==> config.mk <==
export PLATFORM = sky130hd
export DESIGN_NAME = spram_traffic_gen
export DESIGN_NICKNAME = d
export VERILOG_FILES = /design/src/rtl/spram_traffic_gen.sv
export SDC_FILE = /design/constraint.sdc
export NUM_CORES = 1
export LEC_CHECK = 0
export ABC_AREA = 1
export BUFFER_PORTS_ARGS = -buffer_cell sky130_fd_sc_hd__buf_4
export CAP_MARGIN = 15
export CORE_MARGIN = 2
export CORE_UTILIZATION = 60
export CTS_CLUSTER_SIZE = 30
export DETAILED_ROUTE_END_ITERATION = 8
export GPL_TIMING_DRIVEN = 0
export HOLD_SLACK_MARGIN = 0.1
export PLACE_DENSITY_LB_ADDON = 0.25
export SLEW_MARGIN = 0
export SYNTH_ARGS = -nofsm -noshare
export SYNTH_HDL_FRONTEND = slang
export SYNTH_SLANG_ARGS = --single-unit
==> constraint.sdc <==
create_clock -name clk -period 4.66 [get_ports clk]
set_clock_uncertainty 0.15 [all_clocks]
set_input_delay 1.398 -clock clk [delete_from_list [all_inputs] [get_ports clk]]
set_output_delay 1.398 -clock clk [all_outputs]
set_load 0.01 [all_outputs]
==> src/rtl/spram_traffic_gen.sv <==
// rtl/spram_traffic_gen.sv - write-then-readback RAM traffic generator with data compare and ECC event counters
module spram_traffic_gen #(
   parameter int ADDR_WIDTH = 8,
   parameter int DATA_WIDTH = 8,
   parameter int RD_LAT     = 1,
   parameter int CNT_WIDTH  = 16
) (
   input  logic                  clk,
   input  logic                  rst,
   input  logic                  start,
   input  logic [ADDR_WIDTH-1:0] base_addr,
   input  logic [ADDR_WIDTH:0]   num_words,
   input  logic [DATA_WIDTH-1:0] seed,
   output logic                  cs,
   output logic                  we,
   output logic [ADDR_WIDTH-1:0] addr,
   output logic [DATA_WIDTH-1:0] wr_data,
   input  logic [DATA_WIDTH-1:0] rd_data,
   input  logic                  ecccorr,
   input  logic                  eccderr,
   output logic                  busy,
   output logic                  done,
   output logic                  mismatch,
   output logic [CNT_WIDTH-1:0]  err_cnt,
   output logic [CNT_WIDTH-1:0]  corr_cnt,
   output logic [CNT_WIDTH-1:0]  derr_cnt
);

   localparam int IW = ADDR_WIDTH + 1;
   localparam logic [IW-1:0] MAX_WORDS = IW'(1) << ADDR_WIDTH;

   typedef enum logic [2:0] {S_IDLE, S_WRITE, S_READ, S_DRAIN, S_DONE} state_t;

   function automatic logic [DATA_WIDTH-1:0] pat(input logic [DATA_WIDTH-1:0] s,
                                                 input logic [IW-1:0] i);
      logic [DATA_WIDTH-1:0] iv;
      iv = DATA_WIDTH'(i);
      return s ^ iv ^ {DATA_WIDTH{i[0]}};
   endfunction

   state_t                state_q, state_d;
   logic [IW-1:0]         idx_q, idx_d;
   logic [IW-1:0]         num_q, num_d;
   logic [ADDR_WIDTH-1:0] base_q, base_d;
   logic [DATA_WIDTH-1:0] seed_q, seed_d;
   logic                  cs_q, cs_d;
   logic                  we_q, we_d;
   logic [ADDR_WIDTH-1:0] addr_q, addr_d;
   logic [DATA_WIDTH-1:0] wr_data_q, wr_data_d;
   logic [DATA_WIDTH-1:0] exp_q, exp_d;
   logic [2:0]            drain_q, drain_d;
   logic [CNT_WIDTH-1:0]  err_q, err_d;
   logic [CNT_WIDTH-1:0]  corr_q, corr_d;
   logic [CNT_WIDTH-1:0]  derr_q, derr_d;
   logic [RD_LAT-1:0]     vld_pipe_q;
   logic [DATA_WIDTH-1:0] exp_pipe_q [RD_LAT];

   logic [IW-1:0]         num_clamped;
   logic                  pipe_vld;

   assign num_clamped = (num_words > MAX_WORDS) ? MAX_WORDS : num_words;
   assign pipe_vld    = vld_pipe_q[RD_LAT-1];
   assign mismatch    = pipe_vld && (rd_data != exp_pipe_q[RD_LAT-1]);

   always_comb begin
      state_d   = state_q;
      idx_d     = idx_q;
      num_d     = num_q;
      base_d    = base_q;
      seed_d    = seed_q;
      cs_d      = 1'b0;
      we_d      = 1'b0;
      addr_d    = addr_q;
      wr_data_d = wr_data_q;
      exp_d     = exp_q;
      drain_d   = drain_q;
      err_d     = (mismatch && err_q != '1) ? err_q + CNT_WIDTH'(1) : err_q;
      corr_d    = (pipe_vld && ecccorr && corr_q != '1) ? corr_q + CNT_WIDTH'(1) : corr_q;
      derr_d    = (pipe_vld && eccderr && derr_q != '1) ? derr_q + CNT_WIDTH'(1) : derr_q;
      case (state_q)
         S_IDLE: begin
            if (start) begin
               num_d   = num_clamped;
               base_d  = base_addr;
               seed_d  = seed;
               err_d   = '0;
               corr_d  = '0;
               derr_d  = '0;
               drain_d = '0;
               if (num_clamped != '0) begin
                  state_d   = S_WRITE;
                  cs_d      = 1'b1;
                  we_d      = 1'b1;
                  addr_d    = base_addr;
                  wr_data_d = pat(seed, '0);
                  idx_d     = IW'(1);
               end else begin
                  state_d = S_DRAIN;
               end
            end
         end
         S_WRITE: begin
            cs_d = 1'b1;
            // idx_q is the index of the next word to issue; the bus already shows idx_q-1
            if (idx_q == num_q) begin
               state_d = S_READ;
               addr_d  = base_q;
               exp_d   = pat(seed_q, '0);
               idx_d   = IW'(1);
            end else begin
               we_d      = 1'b1;
               addr_d    = base_q + ADDR_WIDTH'(idx_q);
               wr_data_d = pat(seed_q, idx_q);
               idx_d     = idx_q + IW'(1);
            end
         end
         S_READ: begin
            if (idx_q == num_q) begin
               state_d = S_DRAIN;
               drain_d = '0;
            end else begin
               cs_d   = 1'b1;
               addr_d = base_q + ADDR_WIDTH'(idx_q);
               exp_d  = pat(seed_q, idx_q);
               idx_d  = idx_q + IW'(1);
            end
         end
         S_DRAIN: begin
            if (drain_q == 3'(RD_LAT)) state_d = S_DONE;
            else                       drain_d = drain_q + 3'd1;
         end
         S_DONE:  state_d = S_IDLE;
         default: state_d = S_IDLE;
      endcase
   end

   always_ff @(posedge clk) begin
      if (rst) begin
         state_q    <= S_IDLE;
         idx_q      <= '0;
         num_q      <= '0;
         base_q     <= '0;
         seed_q     <= '0;
         cs_q       <= 1'b0;
         we_q       <= 1'b0;
         addr_q     <= '0;
         wr_data_q  <= '0;
         exp_q      <= '0;
         drain_q    <= '0;
         err_q      <= '0;
         corr_q     <= '0;
         derr_q     <= '0;
         vld_pipe_q <= '0;
         for (int i = 0; i < RD_LAT; i++) exp_pipe_q[i] <= '0;
      end else begin
         state_q    <= state_d;
         idx_q      <= idx_d;
         num_q      <= num_d;
         base_q     <= base_d;
         seed_q     <= seed_d;
         cs_q       <= cs_d;
         we_q       <= we_d;
         addr_q     <= addr_d;
         wr_data_q  <= wr_data_d;
         exp_q      <= exp_d;
         drain_q    <= drain_d;
         err_q      <= err_d;
         corr_q     <= corr_d;
         derr_q     <= derr_d;
         // Each read on the bus enters the expect pipeline; its tail lines up with rd_data
         vld_pipe_q[0] <= cs_q & ~we_q;
         exp_pipe_q[0] <= exp_q;
         for (int i = 1; i < RD_LAT; i++) begin
            vld_pipe_q[i] <= vld_pipe_q[i-1];
            exp_pipe_q[i] <= exp_pipe_q[i-1];
         end
      end
   end

   assign cs       = cs_q;
   assign we       = we_q;
   assign addr     = addr_q;
   assign wr_data  = wr_data_q;
   assign busy     = (state_q == S_WRITE) || (state_q == S_READ) || (state_q == S_DRAIN);
   assign done     = (state_q == S_DONE);
   assign err_cnt  = err_q;
   assign corr_cnt = corr_q;
   assign derr_cnt = derr_q;

endmodule

==> key figures, run 1 <==
Run status
  • Status: finished, final reports clean

Worst setup path
  • Critical path, cell by cell: buf_4, xor2_1, nor2_1, nand2_1, nor2_1, nor2_1, buf_4
  • Crit path kind: input pin to output port
  • Worst R2R Path Depth: 7
  • CP required: approximately 3.1 ns
  • Crit end category: output port
  • Family with the most delay on the worst path: simple AND/OR/NAND/NOR gates
  • Crit path DAT: 2.37 ns
  • Most used cell, CP: nor2_1
  • Stages on the worst setup path: 7
  • Crit-path max cell delay: between 0.3 and 0.4 ns
  • Critical path buffer and inverter count: 2
  • Startpoint Class: input pin
  • CP Max Fanout: 6
  • Slowest cell on crit path: nor2_1

Logic synthesis
  • Synthesis Warnings: 0
  • Synthesized-area fraction occupied by adder cells: 2.820%
  • Post-synthesis xor/xnor area fraction: approximately 5.7%
  • Area contributors post-synth: dfxtp_1, nand2_1, nor2_1, inv_1, o21ai_0
  • Sequential-to-total area share from yosys stat: 38.01%
  • Share of the synthesized area in the top cell type: between 30% and 40%
  • Syn Inst Count: 929
  • Syn Area/Cell: between 6 and 7 sq um
  • Largest family of logic cells by synthesized area: simple AND/OR/NAND/NOR gates
  • Yosys cell types: 44
  • Cell area after synthesis: approximately 0.0065 sq mm
  • Synth Area in Simple Gates: approximately 30%
  • Post-synth top area cell: dfxtp_1
  • Net Count, Synth: between 900 and 1,000
  • Mux contribution to synthesized area: 0%
  • Yosys reg bits: 123
  • Compound-Gate Fraction of Synth Area: 14.49%

Detailed routing
  • Antenna-violating nets left: 0
  • DR WL/cell: about 15 um
  • Vias/cell: around 5.5
  • Iter 0 DRT Violations: approximately 580
  • DRT Wirelength: 17,710 um
  • Pre-Repair DR Iteration Count: 5
  • Vias: roughly 6,700
  • Post-route DRC: 0

Timing
  • RSZ-0062 raised after global routing: false
  • Crit path time final: roughly 3.9 ns
  • Total negative slack: 0 ns
  • Slew HR: 49.84%
  • Fmax: roughly 260 MHz
  • Final worst-path cycle share: 84.12%
  • Slew Limit Fails: 0
  • Final setup violation count: 0
  • Slew @ Worst Pin: around 0.75 ns
  • Final hold vios: 0

Die
  • Initial Utilization: just over 60%
  • Ports: 107
  • Die Height: around 110 um
  • Row count: 37
  • Die ar.: approximately 0.012 sq mm
  • Die width: ~110 um
  • Core area: between 0.01 and 0.015 sq mm

Layout
  • Most common cell after layout, fill and taps aside: nand2_1
  • # nets final: 1,106
  • Area growth syn-to-layout: 23.70%
  • Multi-input gate area: 0.003426 sq mm
  • # fillers: 825
  • Reg area: between 0.002 and 0.0025 sq mm
  • Cell Count, Final, Fillers Out: 1,203
  • Most frequent cells in the layout: nand2_1, dfxtp_1, nor2_1, inv_1, buf_4
  • Layout cell share with drive strength beyond 1: between 10% and 20%
  • ANT cells: 0

Power and ir drop
  • Max rail drop VDD: approximately 560 uV
  • Leakage: ~3.5 nW
  • Overall power: roughly 4.6 mW
  • Pwr Density: 577.6 mW/mm^2

CTS
  • Root Buffer: clkbuf_8
  • Total CTS buffers: 17
  • Clock Sinks: ~120
  • # Post-CTS Setup Buffers: 0
  • Clock-pin slew on the worst setup and hold paths: about 0.06 ns
  • Number of H-tree levels: 4
  • Post-cts hold buffer count: 0
  • CTS tree: yes
  • Maximum clock insertion buffer count: 2
  • Clock Latency Late Sink: roughly 0.53 ns
  • Quantity of gates resized following cts: 0

Global routing
  • Antenna violations before repair: 0
  • Number of global-route vias before repair: between 6,000 and 7,000
  • Largest net degree at the start of global routing: 17
  • First-pass GRT wire length: about 28,000 um
  • GRT Total Usage: a little under a third
  • Overflow after GRT: 0

Placed design
  • HPWL after DPL: around 12,000 um
  • Port Buffer Count: approximately 110
  • Placed insts: ~1,200
  • Placer Congestion: roughly 0.97

Job
  • Max-cap viol count: 0

Min path
  • HP Class: flop to flop
  • Hold depth: 2
layer usage:
| metal | GRT usage (%) | wire, um | vias to the layer above |
|---|---|---|---|
| li1 | - | - | 3274 |
| met1 | 37.69 | 7318 | 3059 |
| met2 | 53.41 | 8616 | 279 |
| met3 | 5.811 | 1236 | 62 |
| met4 | 13.00 | 537 | 0 |
| met5 | 0 | 0 | - |
cells in the mapped netlist (all sizes together):
cell      n
nand2   203
nor2    125
dfxtp   123
inv     119
o21ai    81
nand3    56
a21oi    54
nor3     30
xor2     28
nand4    19
buf      17
xnor2    14
ha       13
clkbuf   10
a22o      9
o211ai    6
a31oi     5
o22ai     5
nand3b    2
o221ai    2
a211oi    1
a21o      1
a32o      1
clkinv    1
fa        1
nor3b     1
nor4      1
or2       1
sequential cells by signal, indices dropped and copies added, names as in the netlist:
| signal | cells |
|---|---|
| corr_cnt | 16 |
| derr_cnt | 16 |
| err_cnt | 16 |
| idx_q | 9 |
| num_q | 9 |
| addr | 8 |
| base_q | 8 |
| exp_pipe_q | 8 |
| exp_q | 8 |
| seed_q | 8 |
| wr_data | 8 |
| drain_q | 3 |
| state_q | 3 |
| cs | 1 |
| pipe_vld | 1 |
| we | 1 |
metrics by stage:
stage | setup slack [ns] | utilization, % | hold slack [ns] | area, sq um
after floorplan | 1.127 | - | 0.2601 | 6477
after global placement | 0.7739 | 71.46 | 0.2686 | 7443
after detailed placement | 0.7579 | 71.46 | 0.2763 | 7443
after CTS | 0.7570 | 76.92 | 0.2858 | 8013
after global routing | 0.6216 | 76.92 | 0.3037 | 8013
final | 0.7399 | 76.92 | 0.2855 | 8013
logic make-up (layout without fill, tap and decap cells):
logic type	after synthesis	after routing
simple gates	438	438
compound gates	165	165
buf+inv	147	285
flops	123	123
xor+xnor	42	42
fa+ha+maj	14	14
area by class of cell:
cell class | count | share of cell area, %
repair buffers | 106 | 9.931
clock inverters | 15 | 1.936
multi-input cells | 659 | 42.75
inverters | 120 | 5.621
flip-flops and latches | 123 | 30.73
well taps | 136 | 2.124
clock buffers | 17 | 5.169
plain buffers | 27 | 1.733
power by group:
part,internal [mW],total [mW],switching (mW)
combinational,0.677,1.91,1.23
clock,0.727,1.27,0.548
sequential,1.27,1.44,0.176
total,2.67,4.63,1.96
worst paths after layout:
check	slack (ns)	to	startpoint
setup / recovery	0.74	mismatch	rd_data[3]
hold / removal	0.29	exp_pipe_q[0][1]$_SDFF_PP0_	exp_q[1]$_SDFFE_PP0P_
setup reg to reg	2.31	base_q[1]$_SDFFE_PP0P_	state_q[0]$_SDFFE_PP0P_
hold reg to reg	0.29	exp_pipe_q[0][1]$_SDFF_PP0_	exp_q[1]$_SDFFE_PP0P_
worst reg2reg max path: stages, from the launching register on:
cell and delay, ns:
dfxtp_1 0.36, nor2_2 0.22, nand2_2 0.25, nor2_2 0.23, inv_2 0.07, nand2_1 0.19, buf_1 0.58, o22ai_1 0.18
Note: power is estimated with default switching activity, not from simulation.
==> run 2: changes to the inputs <==
ABC_AREA = 0   (was 1)
CORE_UTILIZATION = 51   (was 60)
clock period = 3.3 ns   (was 4.66 ns; I/O delays follow)
==> run 2 against run 1 <==
Effect of this change: via count shrank 16%; utilization shrank 10 points; cell area decreased by 4.7%; worst setup slack worse by 0.49 ns; synthesized area fell by 6.8%; hold slack improved by 0.019 ns; clock power increased by 57%; first-iteration DRC count down 28%; total power decreased by 4.0%; synthesized cell count fell by 23%; flip-flop and latch count stayed put; critical endpoint unchanged; largest power group is now clock.
==> key figures, run 2 <==
Worst setup path
  • CP Launch Point: rd_data[6]
  • RR Startpoint: idx_q[0]$_SDFFE_PP0P_
  • Crit path DAT: 1.91 ns (-0.46 ns)
  • Family with the most delay on the worst path: compound AO/OA/AOI/OAI gates
  • Critical Path End: mismatch
  • Worst R2R Path Depth: 9 (+2)
  • Startpoint Class: input pin
  • Critical path, cell by cell: buf_4, xnor2_1, nand4_1, o21a_1, buf_4
  • Crit path kind: input pin to output port
  • Worst R2R End: addr[6]$_SDFFE_PP0P_
  • Critical path buffer and inverter count: 2 (unchanged)
  • Stages on the worst setup path: 5 (-2)
  • Most used cell, CP: buf_4
  • Slack of the worst reg-to-reg path: 0.71 ns (-1.60 ns)
  • Slowest cell on crit path: o21a_1
  • Crit-path max cell delay: 0.28 ns (-0.06 ns)
  • Crit end category: output port
  • CP Max Fanout: 4 (-2)
  • CP required: 2.16 ns (-0.95 ns)

Detailed routing
  • Vias/cell: 5.652 (+1.9%)
  • DR WL/cell: 15.80 um (+7.4%)
  • Antenna-violating nets left: 0 (unchanged)
  • Iter 0 DRT Violations: 415 (-28%)
  • Post-route DRC: 0 (unchanged)
  • DRT Wirelength: 15,680 um (-11%)
  • Pre-Repair DR Iteration Count: 7 (+2)
  • Vias: 5,607 (-16%)

Timing
  • Crit path time final: about 3 ns
  • Fmax: 327.7 MHz
  • Final hold vios: 0 (unchanged)
  • Slew HR: 48.14% (-1.7 points)
  • Slew Limit Fails: 0 (unchanged)
  • Total negative slack: 0 ns (unchanged)
  • Worst Setup Slack, final: 0.2481 ns (-0.4918 ns)
  • RSZ-0062 raised after global routing: false
  • Final hold slack: 0.3042 ns (+0.01876 ns)
  • Final worst-path cycle share: between 90 and 100%
  • Slew @ Worst Pin: 0.7708 ns (+0.01842 ns)
  • Final setup violation count: 0 (unchanged)

Job
  • Max-cap viol count: 0 (unchanged)

Die
  • Initial Utilization: 52.64% (-9.6 points)
  • Row count: 39 (+5.4%)
  • Die width: 112.8 um (+4.5%)
  • Core area: 0.01147 sq mm (+10%)
  • Ports: 107 (unchanged)
  • Die Height: 112.8 um (+4.5%)
  • Die ar.: 0.01272 sq mm (+9.3%)

Logic synthesis
  • Share of the synthesized area in the top cell type: 40.80% (+2.8 points)
  • Top FF cell, synth: dfxtp_1
  • Sequential-to-total area share from yosys stat: 40.80% (+2.8 points)
  • Most numerous cell in the Yosys netlist: dfxtp_1
  • Area contributors post-synth: dfxtp_1, xor2_1, nand2_1, xnor2_1, nor2_1
  • Net Count, Synth: 764 (-22%)
  • Post-synth top area cell: dfxtp_1
  • Synthesis Warnings: 0 (unchanged)
  • Cell area after synthesis: 0.006036 sq mm (-6.8%)
  • Yosys reg bits: 123 (unchanged)
  • Yosys cell types: 60 (+36%)
  • Ys async rst share: 0% (unchanged)
  • Syn Area/Cell: 8.477 sq um (+22%)
  • Post-synth EDFFs: 0 (unchanged)
  • Syn Inst Count: 712 (-23%)
  • Top cells by count, synth: dfxtp_1, nand2_1, nor2_1, a21oi_1, xor2_1

Global routing
  • Antenna violations before repair: 0 (unchanged)
  • Overflow after GRT: 0 (unchanged)
  • Number of global-route vias before repair: 5,308 (-14%)
  • GRT Total Usage: 24.63% (-6.3 points)
  • Largest net degree at the start of global routing: 17 (unchanged)
  • First-pass GRT wire length: 25,300 um (-11%)

CTS
  • Post-cts hold buffer count: 0 (unchanged)
  • # Post-CTS Setup Buffers: 0 (unchanged)
  • Quantity of gates resized following cts: 0 (unchanged)
  • Number of H-tree levels: 4 (unchanged)
  • CTS tree: yes
  • Clock Sinks: 123 (unchanged)
  • Clock Latency Late Sink: 0.41 ns (-0.12 ns)
  • Root Buffer: clkbuf_16
  • Clock-pin slew on the worst setup and hold paths: 0.05 ns (about the same)
  • Maximum clock insertion buffer count: 2 (unchanged)
  • Total CTS buffers: 17 (unchanged)

Power and ir drop
  • Leakage: 3.059 nW (-13%)
  • Max rail drop VDD: 332.2 uV (-41%)
  • Pwr Density: 581.5 mW/mm^2 (+0.68%)

Layout
  • Area growth syn-to-layout: 26.58%
  • Multi-input gate area: 0.003347 sq mm (-2.3%)
  • Reg area: 0.002462 sq mm (unchanged)
  • Most frequent cells in the layout: dfxtp_1, buf_4, nand2_1, nor2_1, a21oi_1
  • ANT cells: 0 (unchanged)
  • Post-route cell area: 0.007640 sq mm (-4.7%)
  • Core Util, Final: 66.62% (-10 points)
  • # nets final: 888 (-20%)
  • # fillers: 909 (+10%)
  • Layout cell share with drive strength beyond 1: 19.20% (+1.2 points)
  • Most common cell after layout, fill and taps aside: dfxtp_1

Placed design
  • Port Buffer Count: 105 (-0.94%)
  • Pre-CTS setup slack: 0.2640 ns (-0.4940 ns)
  • HPWL after DPL: 11,350 um (-7.4%)
  • Placer Congestion: 0.9553 (-2.0%)
  • Placement Cell Area: 0.007003 sq mm (-5.9%)

Min path
  • Hold Startpoint: we$_SDFF_PP0_
  • HP Class: flop to flop

Run status
  • Status: finished, final reports clean
[run 2: cell count changes after synthesis, sizes merged, moves of 13 or more]
cell	change
nand2	-110
inv	-100
o21ai	-66
nor2	-47
nand3	-37
xnor2	+21
a311oi	+17
nor3	-15
and3	+13
[run 2: area by class of cell]
class	instances	share of cell area [%]
Inverter	19	0.9335
Timing Repair Buffer	105	10.32
Clock buffer	21	6.158
Tap cell	143	2.342
Buffer	36	2.031
Sequential cell	123	32.23
Clock inverter	11	2.178
Multi-Input combinational cell	534	43.81
[run 2: routing by layer]
layer  track usage (%)  part of all wire [%]
met5                 0                     0
met4             9.431                   2.1
met3             6.052                   6.8
met2             41.72                    49
met1             30.35                    42
[run 2: cells by family (layout without fill, tap and decap cells)]
kind of cell	Yosys count	after routing	synth area share (%)
simple gates	291	291	23.16
compound gates	139	139	15.51
flops	123	123	40.80
xor+xnor	76	76	11.26
buf+inv	55	192	3.752
fa+ha+maj	14	14	3.027
mux	14	14	2.508
[run 2: worst min-delay path by stage]
stage,end,depth (start not counted)
2_1_floorplan,exp_pipe_q[0][0]$_SDFF_PP0_,1
3_3_place_gp,pipe_vld$_SDFF_PP0_,1
3_5_place_dp,wr_data[4]$_SDFFE_PP0P_,1
4_1_cts,pipe_vld$_SDFF_PP0_,1
5_1_grt,exp_pipe_q[0][1]$_SDFF_PP0_,1
6_report,pipe_vld$_SDFF_PP0_,1
[run 2: where the power goes]
| part | total (mW) | internal (mW) | leakage [nW] | switching (mW) |
|---|---|---|---|---|
| clock | 1.99 | 1.32 | 0.305 | 0.674 |
| combinational | 0.782 | 0.317 | 1.75 | 0.466 |
| sequential | 1.67 | 1.59 | 1.00 | 0.0747 |
| total | 4.44 | 3.23 | 3.06 | 1.21 |
[run 2: through the flow]
stage	total power, mW	cells
floorplan	2.197	712
global placement	2.449	960
detailed placement	2.468	960
CTS	4.455	992
global route	4.617	992
finish	4.443	992
[run 2: worst reg2reg max path, stage by stage (launching register included)]
cell and delay, ns:
dfxtp_1 0.44, ha_1 0.23, inv_1 0.06, fa_1 0.41, nor2b_1 0.12, o21ai_0 0.11
a21boi_0 0.37, nor4b_1 0.11, o31ai_1 0.31, a311oi_1 0.13
